`config.mk`:
```
export PLATFORM = sky130hd
export DESIGN_NAME = multdiv_iter_unit
export DESIGN_NICKNAME = d
export VERILOG_FILES = /design/src/rtl/multdiv_iter_unit.sv
export SDC_FILE = /design/constraint.sdc
export NUM_CORES = 1
export LEC_CHECK = 0
export BUFFER_PORTS_ARGS = -buffer_cell sky130_fd_sc_hd__buf_4
export CAP_MARGIN = 20
export CORE_MARGIN = 2
export CORE_UTILIZATION = 60
export DETAILED_ROUTE_END_ITERATION = 12
export PLACE_DENSITY = 0.86
export SYNTH_ARGS = -nofsm -noshare
export SYNTH_HDL_FRONTEND = slang
export SYNTH_SLANG_ARGS = --single-unit
```
`constraint.sdc`:
```
create_clock -name clock -period 4.6 [get_ports clock]
set_input_delay 1.15 -clock clock [delete_from_list [all_inputs] [get_ports clock]]
set_output_delay 1.15 -clock clock [all_outputs]
set_load 0.1 [all_outputs]
```
`src/rtl/multdiv_iter_unit.sv`:
```
// rtl/multdiv_iter_unit.sv - iterative radix-2 signed/unsigned multiply/divide unit
//
// Ports:
//   clock, reset           rising-edge clock, synchronous active-high reset
//   in_valid / in_ready    request handshake (ready only while idle)
//   in_op                  0 = multiply, 1 = divide
//   in_signed              1 = two's-complement operands
//   in_a, in_b             multiplicand/dividend, multiplier/divisor
//   cancel                 flush: drop the current operation or result
//   out_valid / out_ready  result handshake, result held until taken
//   out_lo, out_hi         product low/high word, or quotient/remainder
//   out_exception          multiply overflow, divide overflow or divide-by-zero
//   busy                   unit is not idle

module multdiv_iter_unit #(
    parameter int WIDTH = 32
) (
    input  logic             clock,
    input  logic             reset,
    input  logic             in_valid,
    output logic             in_ready,
    input  logic             in_op,
    input  logic             in_signed,
    input  logic [WIDTH-1:0] in_a,
    input  logic [WIDTH-1:0] in_b,
    input  logic             cancel,
    output logic             out_valid,
    input  logic             out_ready,
    output logic [WIDTH-1:0] out_lo,
    output logic [WIDTH-1:0] out_hi,
    output logic             out_exception,
    output logic             busy
);

    localparam int CW = $clog2(WIDTH) + 1;

    typedef enum logic [1:0] {
        IDLE,
        RUN,
        DONE
    } state_t;

    state_t state;
    state_t state_nxt;

    logic [CW-1:0]    cnt;
    logic             op_r;
    logic             sgn_r;
    logic             neg_lo_r;   // product sign, or quotient sign
    logic             neg_hi_r;   // remainder sign (dividend sign)
    logic             dz_r;
    logic             ovf_r;
    logic [WIDTH-1:0] a_raw_r;
    logic [WIDTH-1:0] mag_r;      // multiplicand magnitude, or divisor magnitude
    logic [WIDTH-1:0] hi_r;       // partial product high half, or partial remainder
    logic [WIDTH-1:0] lo_r;       // multiplier shifting out / product low, or dividend -> quotient

    logic             accept;
    logic             iter_last;

    assign in_ready  = (state == IDLE);
    assign busy      = (state != IDLE);
    assign accept    = in_valid && (state == IDLE) && !cancel;
    // The count reaches WIDTH only after all iterations; that edge finalises.
    assign iter_last = (cnt == CW'(WIDTH));

    // Operand magnitudes and signs at acceptance
    logic             a_neg;
    logic             b_neg;
    logic [WIDTH-1:0] a_mag;
    logic [WIDTH-1:0] b_mag;

    assign a_neg = in_signed && in_a[WIDTH-1];
    assign b_neg = in_signed && in_b[WIDTH-1];
    assign a_mag = a_neg ? (-in_a) : in_a;
    assign b_mag = b_neg ? (-in_b) : in_b;

    // Shift-add multiply step: add multiplicand when the low multiplier bit is set,
    // then shift the {carry, hi, lo} chain right by one.
    logic [WIDTH:0] mul_sum;
    assign mul_sum = {1'b0, hi_r} + (lo_r[0] ? {1'b0, mag_r} : {(WIDTH+1){1'b0}});

    // Restoring divide step: bring the next dividend bit into the remainder and
    // subtract the divisor when it fits. When it fits the difference is below
    // the divisor, so the low WIDTH bits of a modular subtract are exact.
    logic [WIDTH:0]   div_shift;
    logic             div_ge;
    logic [WIDTH-1:0] div_sub;
    assign div_shift = {hi_r, lo_r[WIDTH-1]};
    assign div_ge    = (div_shift >= {1'b0, mag_r});
    assign div_sub   = div_shift[WIDTH-1:0] - mag_r;

    // Sign correction applied on the finalising edge
    logic [2*WIDTH-1:0] prod;
    logic [2*WIDTH-1:0] prod_s;
    logic [WIDTH-1:0]   quot_s;
    logic [WIDTH-1:0]   rem_s;
    logic               mul_exc;

    assign prod   = {hi_r, lo_r};
    assign prod_s = neg_lo_r ? (-prod) : prod;
    assign quot_s = neg_lo_r ? (-lo_r) : lo_r;
    assign rem_s  = neg_hi_r ? (-hi_r) : hi_r;
    assign mul_exc = sgn_r ? (prod_s[2*WIDTH-1:WIDTH] != {WIDTH{prod_s[WIDTH-1]}})
                           : (prod_s[2*WIDTH-1:WIDTH] != {WIDTH{1'b0}});

    always_ff @(posedge clock) begin
        if (reset) begin
            state <= IDLE;
        end else begin
            state <= state_nxt;
        end
    end

    always_comb begin
        state_nxt = state;
        case (state)
            IDLE:    if (in_valid) state_nxt = RUN;
            RUN:     if (iter_last) state_nxt = DONE;
            DONE:    if (out_ready) state_nxt = IDLE;
            default: state_nxt = IDLE;
        endcase
        if (cancel) begin
            state_nxt = IDLE;
        end
    end

    always_ff @(posedge clock) begin
        if (reset) begin
            cnt           <= '0;
            op_r          <= 1'b0;
            sgn_r         <= 1'b0;
            neg_lo_r      <= 1'b0;
            neg_hi_r      <= 1'b0;
            dz_r          <= 1'b0;
            ovf_r         <= 1'b0;
            a_raw_r       <= '0;
            mag_r         <= '0;
            hi_r          <= '0;
            lo_r          <= '0;
            out_valid     <= 1'b0;
            out_lo        <= '0;
            out_hi        <= '0;
            out_exception <= 1'b0;
        end else begin
            case (state)
                IDLE: begin
                    cnt <= '0;
                    if (accept) begin
                        op_r     <= in_op;
                        sgn_r    <= in_signed;
                        neg_lo_r <= a_neg ^ b_neg;
                        neg_hi_r <= in_op ? a_neg : (a_neg ^ b_neg);
                        dz_r     <= in_op && (in_b == '0);
                        ovf_r    <= in_op && in_signed
                                    && (in_a == {1'b1, {(WIDTH-1){1'b0}}})
                                    && (in_b == {WIDTH{1'b1}});
                        a_raw_r  <= in_a;
                        hi_r     <= '0;
                        if (in_op) begin
                            lo_r  <= a_mag;
                            mag_r <= b_mag;
                        end else begin
                            lo_r  <= b_mag;
                            mag_r <= a_mag;
                        end
                    end
                end
                RUN: begin
                    if (cancel) begin
                        cnt <= '0;
                    end else if (iter_last) begin
                        cnt       <= '0;
                        out_valid <= 1'b1;
                        if (!op_r) begin
                            out_lo        <= prod_s[WIDTH-1:0];
                            out_hi        <= prod_s[2*WIDTH-1:WIDTH];
                            out_exception <= mul_exc;
                        end else if (dz_r) begin
                            out_lo        <= '0;
                            out_hi        <= a_raw_r;
                            out_exception <= 1'b1;
                        end else begin
                            out_lo        <= quot_s;
                            out_hi        <= rem_s;
                            out_exception <= ovf_r;
                        end
                    end else begin
                        cnt <= cnt + CW'(1);
                        if (!op_r) begin
                            hi_r <= mul_sum[WIDTH:1];
                            lo_r <= {mul_sum[0], lo_r[WIDTH-1:1]};
                        end else if (div_ge) begin
                            hi_r <= div_sub;
                            lo_r <= {lo_r[WIDTH-2:0], 1'b1};
                        end else begin
                            hi_r <= div_shift[WIDTH-1:0];
                            lo_r <= {lo_r[WIDTH-2:0], 1'b0};
                        end
                    end
                end
                DONE: begin
                    cnt <= '0;
                    if (cancel || out_ready) begin
                        out_valid <= 1'b0;
                    end
                end
                default: begin
                    cnt       <= '0;
                    out_valid <= 1'b0;
                end
            endcase
        end
    end

endmodule
```
* After elaboration in Yosys (flattened, before gate mapping)
Cells that the tools add are included.
** Operators by class
- Div/mod/pow operators :: 0
- Bitwise gates (word level) :: 4
- Eq/ne operators :: 13
- Multipliers :: 0
- Shift-type cells :: 0
- Order comparisons :: 1
- Muxes and demuxes :: 36
- Reductions and logical operators :: 22
- Add/sub/neg operators :: 8
** Operator list (number)
- 2-to-1 mux 32 bit :: 20
- negation 32 bit :: 4
- case mux 32 bit (2 select lines) :: 2
- == test 32 bit, second input constant :: 2
- 2-to-1 mux 64 bit :: 1
- negation 64 bit :: 1
- adder 32 x 32 -> 33 bit :: 1
- >= comparator 33 x 32 -> 1 bit :: 1
- zero test 32 bit :: 1
- != test 32 bit :: 1
- nonzero test 32 bit :: 1
- subtractor 32 bit :: 1
- != test 2 bit, second input constant :: 6
- logical AND 1 bit :: 8
- 2-to-1 mux 1 bit :: 8
- AND reduction 4 bit :: 2
- adder 6 x 1 -> 6 bit, second input constant :: 1
- == test 6 bit, second input constant :: 1
- 2-to-1 mux 2 bit :: 3
- case mux 2 bit (3 select lines) :: 1
- AND reduction 3 bit :: 2
- nonzero test 2 bit :: 2
- OR reduction 4 bit :: 1
- inverter 1 bit :: 3
- 10 further kinds :: 10
** Storage, ports and cells
- Latch bits :: 0
- Input bits :: 71
- Output and inout port bits :: 68
- Memories :: 0
- Bits in writable memories :: 0
- Bits in read-only memories :: 0
- Flip-flop bits (word level) :: 208
- Word-level logic and storage cells :: 100

* Depth between registers and ports, before layout
- Word-level depth :: 6
- Gate-level depth with buffers :: 15
- Mapped depth without buffers :: 15

* Worst setup path before layout
Ideal clock, no wire load.
- Kind :: input to register
- Start :: input in_b[0]
- End :: register lo_r[30]
- Setup time :: 0.132 ns
- Stages :: 13
- Required time :: 4.468 ns
- Data arrival time :: 3.412 ns
- Buffers on the path :: 0
- Path slack :: 1.056 ns
- Cells stage by stage :: inv_1 > ha_1 > or4b_1 > or2_2 > nor3_1 > and3_1 > and3_1 > a21oi_1 > xor2_1 > o21ai_1 > a21oi_1 > o21ai_1 > a21oi_1
** On the way
- Cells in the longest elaborated chain, start to end :: 5
** RTL lines
- start, declared :: line 25 : input logic [WIDTH-1:0] in_b,
- negation 32 bit :: line 76 : assign b_mag = b_neg ? (-in_b) : in_b;
- 2-to-1 mux 32 bit :: line 76
- 2-to-1 mux 32 bit :: line 160 : if (in_op) begin
- 2-to-1 mux 32 bit :: line 149 : if (accept) begin
- case mux 32 bit (2 select lines) :: line 146 : case (state)
- end signal, assigned :: line 161 : lo_r <= a_mag;
- end signal, assigned :: line 164 : lo_r <= b_mag;
- end signal, assigned :: line 192 : lo_r <= {mul_sum[0], lo_r[WIDTH-1:1]};
- end, declared :: line 56 : logic [WIDTH-1:0] lo_r;
No other way between the ends. The select of a mux whose other input is x is not followed.
A chain may end at the register's enable or synchronous reset.

* Worst setup path after layout
- Start :: register lo_r[0]
- End :: register hi_r[30]
** On the way
- Cells in the longest elaborated chain, start to end :: 6
** RTL lines
- 2-to-1 mux 32 bit :: line 81 : assign mul_sum = {1'b0, hi_r} + (lo_r[0] ? {1'b0, mag_r} : {(WIDTH+1){1'b0}});
- adder 32 x 32 -> 33 bit :: line 81
- 2-to-1 mux 32 bit :: line 190 : if (!op_r) begin
- 2-to-1 mux 32 bit :: line 172 : end else if (iter_last) begin
- 2-to-1 mux 32 bit :: line 170 : if (cancel) begin
- case mux 32 bit (2 select lines) :: line 146
- end signal, assigned :: line 191 : hi_r <= mul_sum[WIDTH:1];
- end signal, assigned :: line 194 : hi_r <= div_sub;
- end signal, assigned :: line 197 : hi_r <= div_shift[WIDTH-1:0];
- end, declared :: line 55 : logic [WIDTH-1:0] hi_r;
No other way between the ends. The select of a mux whose other input is x is not followed.

==> impl_metrics.tcl <==
set metrics [dict create \
    die_w_um 170 \
    post_synth_most_frequent_cells "sky130_fd_sc_hd__nand2_1, sky130_fd_sc_hd__nor2_1, sky130_fd_sc_hd__dfxtp_1, sky130_fd_sc_hd__a21oi_1, sky130_fd_sc_hd__o21ai_0" \
    postSynthCellCount 2270 \
    post_layout_nonfiller_instances 2696 \
    clock_skew_ns 0.0156 \
    simple_gate_portion_of_the_synthesized_area_pct 22.8 \
    maxCapViolCount 0 \
    grt_first_pass_wirelength_um 86100 \
    htree_levels 1 \
    final.period_utilization_pct 90.3 \
    synth_fa_ha_area_share_pct 5.58 \
    status "completed" \
    synth.top_cells.by_area "sky130_fd_sc_hd__dfxtp_1, sky130_fd_sc_hd__nand2_1, sky130_fd_sc_hd__a21oi_1" \
    cts.hold.buffers_added 0 \
    grt_max_degree 105 \
    grt.overflow.total 0 \
    yosys_most_used_dff "sky130_fd_sc_hd__dfxtp_1" \
    worst-endpoint-arrival_ns 4.60 \
    clkTransAtPathRegs_ns 0.06 \
    clock_path_buffers 3 \
    grt_antenna_before_repair 0 \
    worst_slew_margin_rel_pct 28.2 \
    start_util_pct 61.3 \
    nets_in_the_synthesized_netlist 2414 \
    std_cell_rows 60 \
    drcViolationCount 0 \
    timing.setup.tns_ns 0 \
    drtAntennaViolNets 0 \
    placed_cells_incl_taps 2650 \
    synthesis.area_per_instance_um2 7.32 \
    final-hold-violation-count 0 \
    post-route-cell-area_um2 18600 \
    area_growth_syn_to_layout_pct 11.6 \
    placement.io_buffers 138 \
    tightestPinTransition_ns 1.08 \
    worst_hold_startpoint "out_hi[21]" \
    final_util_pct 68.5 \
    cts_buffers 25 \
    setup.worst_path.end_class "flip-flop" \
    power.leakage_nw 7.23 \
    die_h_um 170 \
    synthesized_area_fraction_occupied_by_xor_and_xnor_cells_pct 11.3 \
    leading_cell_type_by_number_of_instances_after_synthesis "sky130_fd_sc_hd__nand2_1" \
    cts_tree "done" \
    grt_setup_unrepaired "no" \
    setup.worst_path.start_class "flip-flop" \
    worst_ep_required_time_ns 5.05 \
    route.final.wire_length_um 55500 \
    n_antenna_cell 0 \
    cell_at_the_root_of_the_clock_tree "sky130_fd_sc_hd__clkbuf_16" \
    startpoint "lo_r[0]" \
    detailedRoute.firstPassIterationCount 6 \
    via_per_inst 6.42 \
    whs_ns 0.456 \
    gp_routability_congestion 1.04 \
    synth-compound-area-share_pct 24.5 \
    ir_worst_vdd_mv 0.353 \
    top_layer "met4" \
    drt-met1-wl_um 22000 \
    postSynthRegisterBits 208 \
    detail_route.iter0.violations 2082 \
    seq_area_frac_synth_pct 25.0 \
    netlist.area_leader.share_pct 25.0 \
    startpoint_of_the_most_critical_register_to_register_path "lo_r[0]" \
    io-pin-count 139 \
    met3WireLength_um 5260 \
    cts.repair_timing.setup_buffer_count 0 \
    dr_total_vias 17300 \
    yosysWarningCount 0 \
    total_power_mw 5.01 \
    synthMuxAreaShare_pct 5.26 \
    netlist_area_um2 16600 \
    fmaxAchievable_mhz 241 \
    criticalPathCategory "reg2reg" \
    fillerInstances 2297 \
    setup_viol 0 \
    largest_family_of_logic_cells_by_synthesized_area "compound AO/OA/AOI/OAI gates" \
    die-area_um2 29100 \
    crit_path_max_fanout 21 \
    synth_cell_types 88 \
    grt_use_total_pct 37.5 \
    report.final.slew_viol_count 0 \
    placed_cell_area_um2 17800 \
    grt_pass1_vias 15900 \
    cts_sinks 208 \
    post-route-min-period_ns 4.15 \
    synth_area_leader_cell "sky130_fd_sc_hd__dfxtp_1" \
    worst_skew_pair_latency_ns 0.55 \
    hold_path.class "reg2reg" \
    finalNetCount 2450 \
    setup_ws_ns 0.445 \
    cts_resized 0 \
    dr_wl_met2_um 24400 \
    drive_above_1_share_pct 11.8 \
    synth_enable_flop_cells 0 \
    power-per-cell-area_nw_per_um2 270 \
    dpl_worst_slack_ns 0.544 \
    dp_hpwl_um 41700 \
    drt-wirelength-per-cell_um 20.6 \
    synth_async_reset_ratio_pct 0 \
    core-area_um2 27100 \
]
sequential cells by signal, indices dropped and copies added (netlist names):
signal,cells
cnt,6
out_lo,32
hi_r,32
neg_lo_r,1
op_r,1
dz_r,1
state,2
lo_r,32
mag_r,32
out_hi,32
out_valid,1
sgn_r,1
a_raw_r,32
neg_hi_r,1
ovf_r,1
out_exception,1
placed cells by master, fill, tap and decap left out, drive strengths merged, types with 81 or more instances in the layout:
cell / synthesis / routed
nor2: 265 / 265
xor2: 98 / 98
xnor2: 113 / 113
dfxtp: 208 / 208
o211ai: 81 / 81
o21ai: 155 / 155
mux2i: 84 / 84
nand2: 322 / 322
buf: 34 / 173
a21oi: 204 / 204
where the power goes:
part           total (mW)  switching, mW  internal, mW
combinational        1.13          0.697         0.437
clock                1.91          0.851          1.06
sequential           1.96          0.103          1.86
metal layers:
layer | global-route usage [%] | up-vias
li1 | - | 8115
met1 | 48.8 | 8034
met2 | 58.7 | 953
met3 | 5.70 | 193
met4 | 22.3 | 0
met5 | 0 | -
critical path, cell delays in order, from the launching register on:
cell	delay, ns
sky130_fd_sc_hd__dfxtp_1	0.32
sky130_fd_sc_hd__inv_1	0.28
sky130_fd_sc_hd__buf_4	0.34
sky130_fd_sc_hd__nor2_1	0.08
sky130_fd_sc_hd__ha_1	0.34
sky130_fd_sc_hd__a211o_1	0.32
sky130_fd_sc_hd__o211ai_1	0.27
sky130_fd_sc_hd__o21ai_1	0.16
sky130_fd_sc_hd__a311oi_1	0.54
sky130_fd_sc_hd__o21ai_1	0.24
sky130_fd_sc_hd__o221a_2	0.31
sky130_fd_sc_hd__o41ai_2	0.33
sky130_fd_sc_hd__mux2i_1	0.24
sky130_fd_sc_hd__a221oi_1	0.09
sky130_fd_sc_hd__a21o_1	0.19
area by class of cell:
type                            instances  area [µm²]  area share [%]
Multi-Input combinational cell       1837       11600            62.3
Sequential cell                       208        4170            22.5
Timing Repair Buffer                  173        1340            7.24
Clock buffer                           32         682            3.67
Tap cell                              372         465            2.51
Inverter                               61         229            1.23
Clock inverter                         13         100           0.539
kinds of logic (layout without fill, tap and decap cells):
group | after synthesis | after routing
AO/OA/AOI/OAI | 643 | 643
XOR/XNOR | 211 | 211
adder cells (fa/ha/maj) | 73 | 73
buffers and inverters | 225 | 279
flip-flops | 208 | 208
multiplexers | 87 | 87
AND/OR/NAND/NOR | 823 | 823
final timing paths:
| kind | end | slack (ns) | cells past startpoint |
|---|---|---|---|
| worst min register to register | out_hi[21] | 0.46 | 2 |
| worst max register to register | hi_r[30] | 0.45 | 14 |
| worst max-delay path | hi_r[30] | 0.45 | 14 |
| worst min-delay path | out_hi[21] | 0.46 | 2 |
Power figures use the tool's default switching activity.
